**config.mk**
```make
export PLATFORM = sky130hd
export DESIGN_NAME = uart_hex_capture
export DESIGN_NICKNAME = d
export VERILOG_FILES = /design/src/rtl/uart_hex_pkg.sv /design/src/rtl/uart_hex_capture_idle_timer.sv /design/src/rtl/uart_hex_capture.sv
export SDC_FILE = /design/constraint.sdc
export NUM_CORES = 1
export LEC_CHECK = 0
export CAP_MARGIN = 40
export CORE_ASPECT_RATIO = 1.25
export CORE_MARGIN = 8
export CORE_UTILIZATION = 48
export CTS_CLUSTER_SIZE = 16
export DETAILED_ROUTE_END_ITERATION = 10
export GPL_TIMING_DRIVEN = 0
export PLACE_DENSITY = 0.85
export SYNTH_ARGS = -nofsm -noshare
export SYNTH_HDL_FRONTEND = slang
export SYNTH_SLANG_ARGS = --single-unit
```
**constraint.sdc**
```tcl
create_clock -name clk -period 1.77 [get_ports clk]
set_clock_uncertainty 0.05 [all_clocks]
set_input_delay 0.177 -clock clk [delete_from_list [all_inputs] [get_ports clk]]
set_output_delay 0.177 -clock clk [all_outputs]
set_load 0.1 [all_outputs]
```
**src/rtl/uart_hex_pkg.sv**
```systemverilog
// uart_hex_pkg: shared constants and the ASCII-to-nibble decoder for the
// UART hex capture block. The decoder is only used when the block is built
// with UART_HEX_CAPTURE_ASCII_EN defined (terminal mode).
package uart_hex_pkg;

    localparam int DIGITS = 6;
    localparam int NIB_W  = 4;
    localparam int HEX_W  = DIGITS * NIB_W;

    localparam logic [7:0] CH_0   = 8'h30;
    localparam logic [7:0] CH_9   = 8'h39;
    localparam logic [7:0] CH_UA  = 8'h41;
    localparam logic [7:0] CH_UF  = 8'h46;
    localparam logic [7:0] CH_LA  = 8'h61;
    localparam logic [7:0] CH_LF  = 8'h66;
    localparam logic [7:0] CH_ESC = 8'h1B;

    typedef struct packed {
        logic             valid;
        logic [NIB_W-1:0] nib;
    } hex_dec_t;

    // Map an ASCII character to {valid, nibble}; non-hex characters give valid=0.
    function automatic hex_dec_t ascii_to_nib(input logic [7:0] ch);
        hex_dec_t   res;
        logic [7:0] tmp;
        res = '{valid: 1'b0, nib: 4'h0};
        tmp = 8'h00;
        if (ch >= CH_0 && ch <= CH_9) begin
            tmp   = ch - CH_0;
            res   = '{valid: 1'b1, nib: tmp[3:0]};
        end else if (ch >= CH_UA && ch <= CH_UF) begin
            tmp   = ch - CH_UA + 8'd10;
            res   = '{valid: 1'b1, nib: tmp[3:0]};
        end else if (ch >= CH_LA && ch <= CH_LF) begin
            tmp   = ch - CH_LA + 8'd10;
            res   = '{valid: 1'b1, nib: tmp[3:0]};
        end else begin
            res   = '{valid: 1'b0, nib: 4'h0};
        end
        return res;
    endfunction

endpackage

```
**src/rtl/uart_hex_capture_idle_timer.sv**
```systemverilog
// idle_timer: saturating inactivity counter with a registered stale flag.
// restart clears the counter and the flag; clr clears the counter but sets
// the flag (nothing seen since the clear). Reset leaves stale high.
module idle_timer #(
    parameter int IDLE_CYCLES = 60_000_000
) (
    input  logic clk,
    input  logic rst,
    input  logic restart,
    input  logic clr,
    output logic stale
);

    localparam int            CW   = (IDLE_CYCLES > 2) ? $clog2(IDLE_CYCLES) : 1;
    localparam logic [CW-1:0] LAST = CW'(IDLE_CYCLES - 1);
    localparam logic [CW-1:0] PRE  = CW'(IDLE_CYCLES - 2);

    logic [CW-1:0] cnt_q;
    logic [CW-1:0] cnt_d;
    logic          stale_q;
    logic          stale_d;

    // Next-state: clr beats restart; otherwise count up and saturate at LAST.
    always_comb begin
        cnt_d   = cnt_q;
        stale_d = stale_q;
        if (clr) begin
            cnt_d   = '0;
            stale_d = 1'b1;
        end else if (restart) begin
            cnt_d   = '0;
            stale_d = 1'b0;
        end else if (cnt_q != LAST) begin
            cnt_d = cnt_q + CW'(1);
            if (cnt_q == PRE) begin
                stale_d = 1'b1;
            end else begin
                stale_d = stale_q;
            end
        end else begin
            cnt_d   = cnt_q;
            stale_d = 1'b1;
        end
    end

    // Counter and flag registers; stale powers up high.
    always_ff @(posedge clk or posedge rst) begin
        if (rst) begin
            cnt_q   <= '0;
            stale_q <= 1'b1;
        end else begin
            cnt_q   <= cnt_d;
            stale_q <= stale_d;
        end
    end

    assign stale = stale_q;

endmodule

```
**src/rtl/uart_hex_capture.sv**
```systemverilog
// uart_hex_capture: keeps the most recent UART bytes as six hex nibbles for
// the 7-segment driver, plus an accepted-byte counter and a stale flag.
// Build option UART_HEX_CAPTURE_ASCII_EN: bytes are decoded as ASCII hex
// characters (one nibble per accept, ESC acts as clear). Without it, each
// byte shifts in as two raw nibbles. All outputs come straight from flops.
module uart_hex_capture
    import uart_hex_pkg::*;
#(
    parameter int IDLE_CYCLES = 60_000_000,
    parameter int CNT_W       = 8
) (
    input  logic             clk,
    input  logic             rst,
    input  logic [7:0]       rx_data,
    input  logic             rx_valid,
    input  logic             freeze,
    input  logic             clr,
    output logic [3:0]       hex0,
    output logic [3:0]       hex1,
    output logic [3:0]       hex2,
    output logic [3:0]       hex3,
    output logic [3:0]       hex4,
    output logic [3:0]       hex5,
    output logic [CNT_W-1:0] byte_cnt,
    output logic             stale
);

    logic [HEX_W-1:0] hex_q;
    logic [HEX_W-1:0] hex_d;
    logic [CNT_W-1:0] cnt_q;
    logic [CNT_W-1:0] cnt_d;
    logic             accept_s;
    logic             clr_s;
    logic [HEX_W-1:0] shift_s;
`ifdef UART_HEX_CAPTURE_ASCII_EN
    hex_dec_t         dec_s;
`endif

    // Accept/clear decode and next display/counter values.
    always_comb begin
        hex_d    = hex_q;
        cnt_d    = cnt_q;
`ifdef UART_HEX_CAPTURE_ASCII_EN
        dec_s    = ascii_to_nib(rx_data);
        clr_s    = clr | (rx_valid & ~freeze & (rx_data == CH_ESC));
        accept_s = rx_valid & ~freeze & ~clr & dec_s.valid;
        shift_s  = {hex_q[HEX_W-NIB_W-1:0], dec_s.nib};
`else
        clr_s    = clr;
        accept_s = rx_valid & ~freeze & ~clr;
        shift_s  = {hex_q[HEX_W-9:0], rx_data};
`endif
        if (clr_s) begin
            hex_d = '0;
            cnt_d = '0;
        end else if (accept_s) begin
            hex_d = shift_s;
            cnt_d = cnt_q + CNT_W'(1);
        end else begin
            hex_d = hex_q;
            cnt_d = cnt_q;
        end
    end

    // Display shift register and accepted-byte counter.
    always_ff @(posedge clk or posedge rst) begin
        if (rst) begin
            hex_q <= '0;
            cnt_q <= '0;
        end else begin
            hex_q <= hex_d;
            cnt_q <= cnt_d;
        end
    end

    idle_timer #(
        .IDLE_CYCLES (IDLE_CYCLES)
    ) u_idle_timer (
        .clk     (clk),
        .rst     (rst),
        .restart (accept_s),
        .clr     (clr_s),
        .stale   (stale)
    );

    assign hex0     = hex_q[3:0];
    assign hex1     = hex_q[7:4];
    assign hex2     = hex_q[11:8];
    assign hex3     = hex_q[15:12];
    assign hex4     = hex_q[19:16];
    assign hex5     = hex_q[23:20];
    assign byte_cnt = cnt_q;

endmodule

```
==> flow_metrics.env <==
export IMPL_clockBufferDepth=2
export IMPL_rr_startpoint="u_idle_timer.cnt_q[12]"
export IMPL_wl_met2_um=5960
export IMPL_critPathArrivalTime_ns=2.04
export IMPL_first_iter_violations=417
export IMPL_timing_fmax_ghz=0.534
export IMPL_crit_cells=6
export IMPL_dieArea_um2=8790
export IMPL_clk_pin_slew_worst_paths_ns=0.08
export IMPL_cp_startpoint="rx_valid"
export IMPL_synth_fp_nets=330
export IMPL_ff2ff_path_depth=6
export IMPL_slew_headroom_pct=54.7
export IMPL_wl_per_cell_um=23.7
export IMPL_top_layer_used="met4"
export IMPL_cts_root_buf="clkbuf_8"
export IMPL_crit_slowest_cell="clkdlybuf4s50_1"
export IMPL_path_class="in2reg"
export IMPL_synth_area_um2=2890
export IMPL_most_common_layout_cells="68 x nand2_1, 54 x dfrtp_1, 35 x clkdlybuf4s50_1"
export IMPL_worstMarginPinSlew_ns=0.679
export IMPL_antenna_cells=0
export IMPL_final_common_cell="nand2_1"
export IMPL_tns_ns=-0.788
export IMPL_crit_chain="clkdlybuf4s50_1 -> nor2b_1 -> clkbuf_1 -> nand4_1 -> xor2_1 -> nor2_1"
export IMPL_synth_area_per_cell_um2=9.22
export IMPL_finalNetCount=437
export IMPL_fillerInstances=280
export IMPL_final_core_util_pct=79.5
export IMPL_core_um2=5820
export IMPL_syn_inst=314
export IMPL_synth_cell_types=40
export IMPL_grt_max_degree=31
export IMPL_drt_met1_wl_um=4010
export IMPL_whs_ns=0.216
export IMPL_antenna_found_initial=0
export IMPL_slew_violations=0
export IMPL_drc=0
export IMPL_ys_seq_elements=59
export IMPL_end_kind="register"
export IMPL_hold_buffers=0
export IMPL_power_leakage_nw=2.04
export IMPL_fp_dieW_um=85.5
export IMPL_drv_cap=0
export IMPL_finalHoldViolCount=0
export IMPL_routed_via_density=6.49
export IMPL_cts_tree="built"
export IMPL_status="finished, violations left"
export IMPL_dr_wl_met3_um=1000
export IMPL_via_count=3191
export IMPL_hp_class="in2async"
export IMPL_path_buf_inv=2
export IMPL_start_kind="input pin"
export IMPL_postRouteAntennaNets=0
export IMPL_ys_warnings_count=0
export IMPL_violations="negative setup slack"
export IMPL_worst_path_max_fanout=10
export IMPL_fin_crit_ns=1.87
export IMPL_setup_viol=17
export IMPL_worst_slack_ns=-0.104
export IMPL_grt_pass1_vias=3259
export IMPL_worstPathRequired_ns=1.94
export IMPL_clk_latency_ns=0.36
export IMPL_critPathTopFamily="buffers and inverters"
export IMPL_h_tree_depth=3
export IMPL_initial_core_util_pct=49.7
export IMPL_max_stage_delay_ns=0.55
export IMPL_grtUsageTotal_pct=24.4
export IMPL_drive_gt1_share_pct=28.4
export IMPL_overflow=0
export IMPL_gp_congestion=0.840
export IMPL_routed_wirelength_um=11700
export IMPL_port_buffers=45
export IMPL_area_growth_pct=59.9
export IMPL_dpl_hpwl_um=6410
export IMPL_numCtsBuffers=9
export IMPL_drt_first_pass_iters=6
export IMPL_ios=46
export IMPL_clock_sinks=59
export IMPL_yosysSeqAreaShare_pct=51.1
export IMPL_num_rows=31
export IMPL_irDropWorstVdd_mv=0.730
export IMPL_period_share_pct=106
export IMPL_rsz0062_at_grt="true"
export IMPL_power_density_nw_per_um2=732
export IMPL_die_y_um=103
export IMPL_grt_first_pass_wirelength_um=16500
## report_power, final
| group | switching (mW) | total (mW) | internal, mW |
|---|---|---|---|
| combinational | 0.274 | 0.431 | 0.157 |
| clock | 0.592 | 1.56 | 0.970 |
| sequential | 0.0274 | 1.40 | 1.37 |
| total | 0.893 | 3.39 | 2.50 |
## through the flow
step / area, um^2 / worst slack, ns / total power [mW] / std cells
6_report: 4630 / -0.104 / 3.39 / 492
5_1_grt: 4630 / -0.158 / 3.47 / 492
4_1_cts: 4470 / 0.00153 / 3.34 / 483
3_5_place_dp: 4080 / -0.524 / 1.81 / 459
3_3_place_gp: 3440 / -0.393 / 1.73 / 425
2_1_floorplan: 2900 / -0.00477 / 1.63 / 314
## final timing paths
path                                    endpoint  slack, ns
max reg2reg                u_idle_timer.cnt_q[6]      -0.10
min reg2reg                u_idle_timer.cnt_q[6]       0.50
max in group asynchronous     u_idle_timer.stale       0.82
min                                    hex_q[18]       0.22
min in group clk                        hex_q[7]       0.32
max                                  byte_cnt[6]      -0.10
## cell usage after synthesis (all sizes together)
cell	n	area, um^2
a31oi	3	18.8
o21a	1	7.51
and3	7	43.8
o31a	1	8.76
or4b	1	10.0
o2111a	1	11.3
o21ai	4	20.0
or4	7	52.6
nor3	3	15.0
xnor2	5	43.8
inv	4	15.0
a21oi	40	200
a21o	1	7.51
nor2b	1	6.26
clkbuf	11	41.3
buf	8	51.3
nor2	16	60.1
nand2	72	273
or3b	1	8.76
nor4	7	65.1
ha	3	37.5
dfstp	1	26.3
a211o	1	8.76
or3	8	50.1
dfrtp	58	1450
and4	5	43.8
o31ai	7	52.6
xor2	7	61.3
nand2b	2	12.5
mux2i	6	60.1
nand4	8	50.1
nand3	14	80.1
## sequential cells by signal, summed over array words and instances, names as in the netlist
name                flops
byte_cnt                8
u_idle_timer.cnt_q     26
hex_q                  24
u_idle_timer.stale      1
## layer usage
metal	global-route usage (%)	up-vias
met4	17.6	0
met5	0	-
li1	-	1322
met1	24.9	1573
met2	42.9	235
met3	6.30	61
## area by class of cell
cell class / instances / area, um^2 / area share [%]
Multi-Input combinational cell: 232 / 1440 / 31.0
Tap cell: 66 / 82.6 / 1.78
Clock inverter: 5 / 100 / 2.16
Buffer: 18 / 116 / 2.51
Clock buffer: 11 / 141 / 3.05
Inverter: 4 / 18.8 / 0.406
Sequential cell: 59 / 1480 / 32.0
Timing Repair Buffer: 97 / 1250 / 27.0
## kinds of logic (layout without fill, tap and decap cells)
group           Yosys count  after routing  synth area share, %
fa+ha+maj                 3              3                 1.30
simple gates            152            152                 26.6
xor+xnor                 12             12                 3.63
flops                    59             59                 51.1
buf+inv                  23            135                 3.72
compound gates           59             59                 11.6
mux                       6              6                 2.08
## timing repair
item	in CTS	in global routing
resized for setup	28	30
pin swaps	5	5
gates cloned	0	0
buffers inserted	13	12
setup endpoints to repair	51	33
Power figures use the tool's default switching activity.
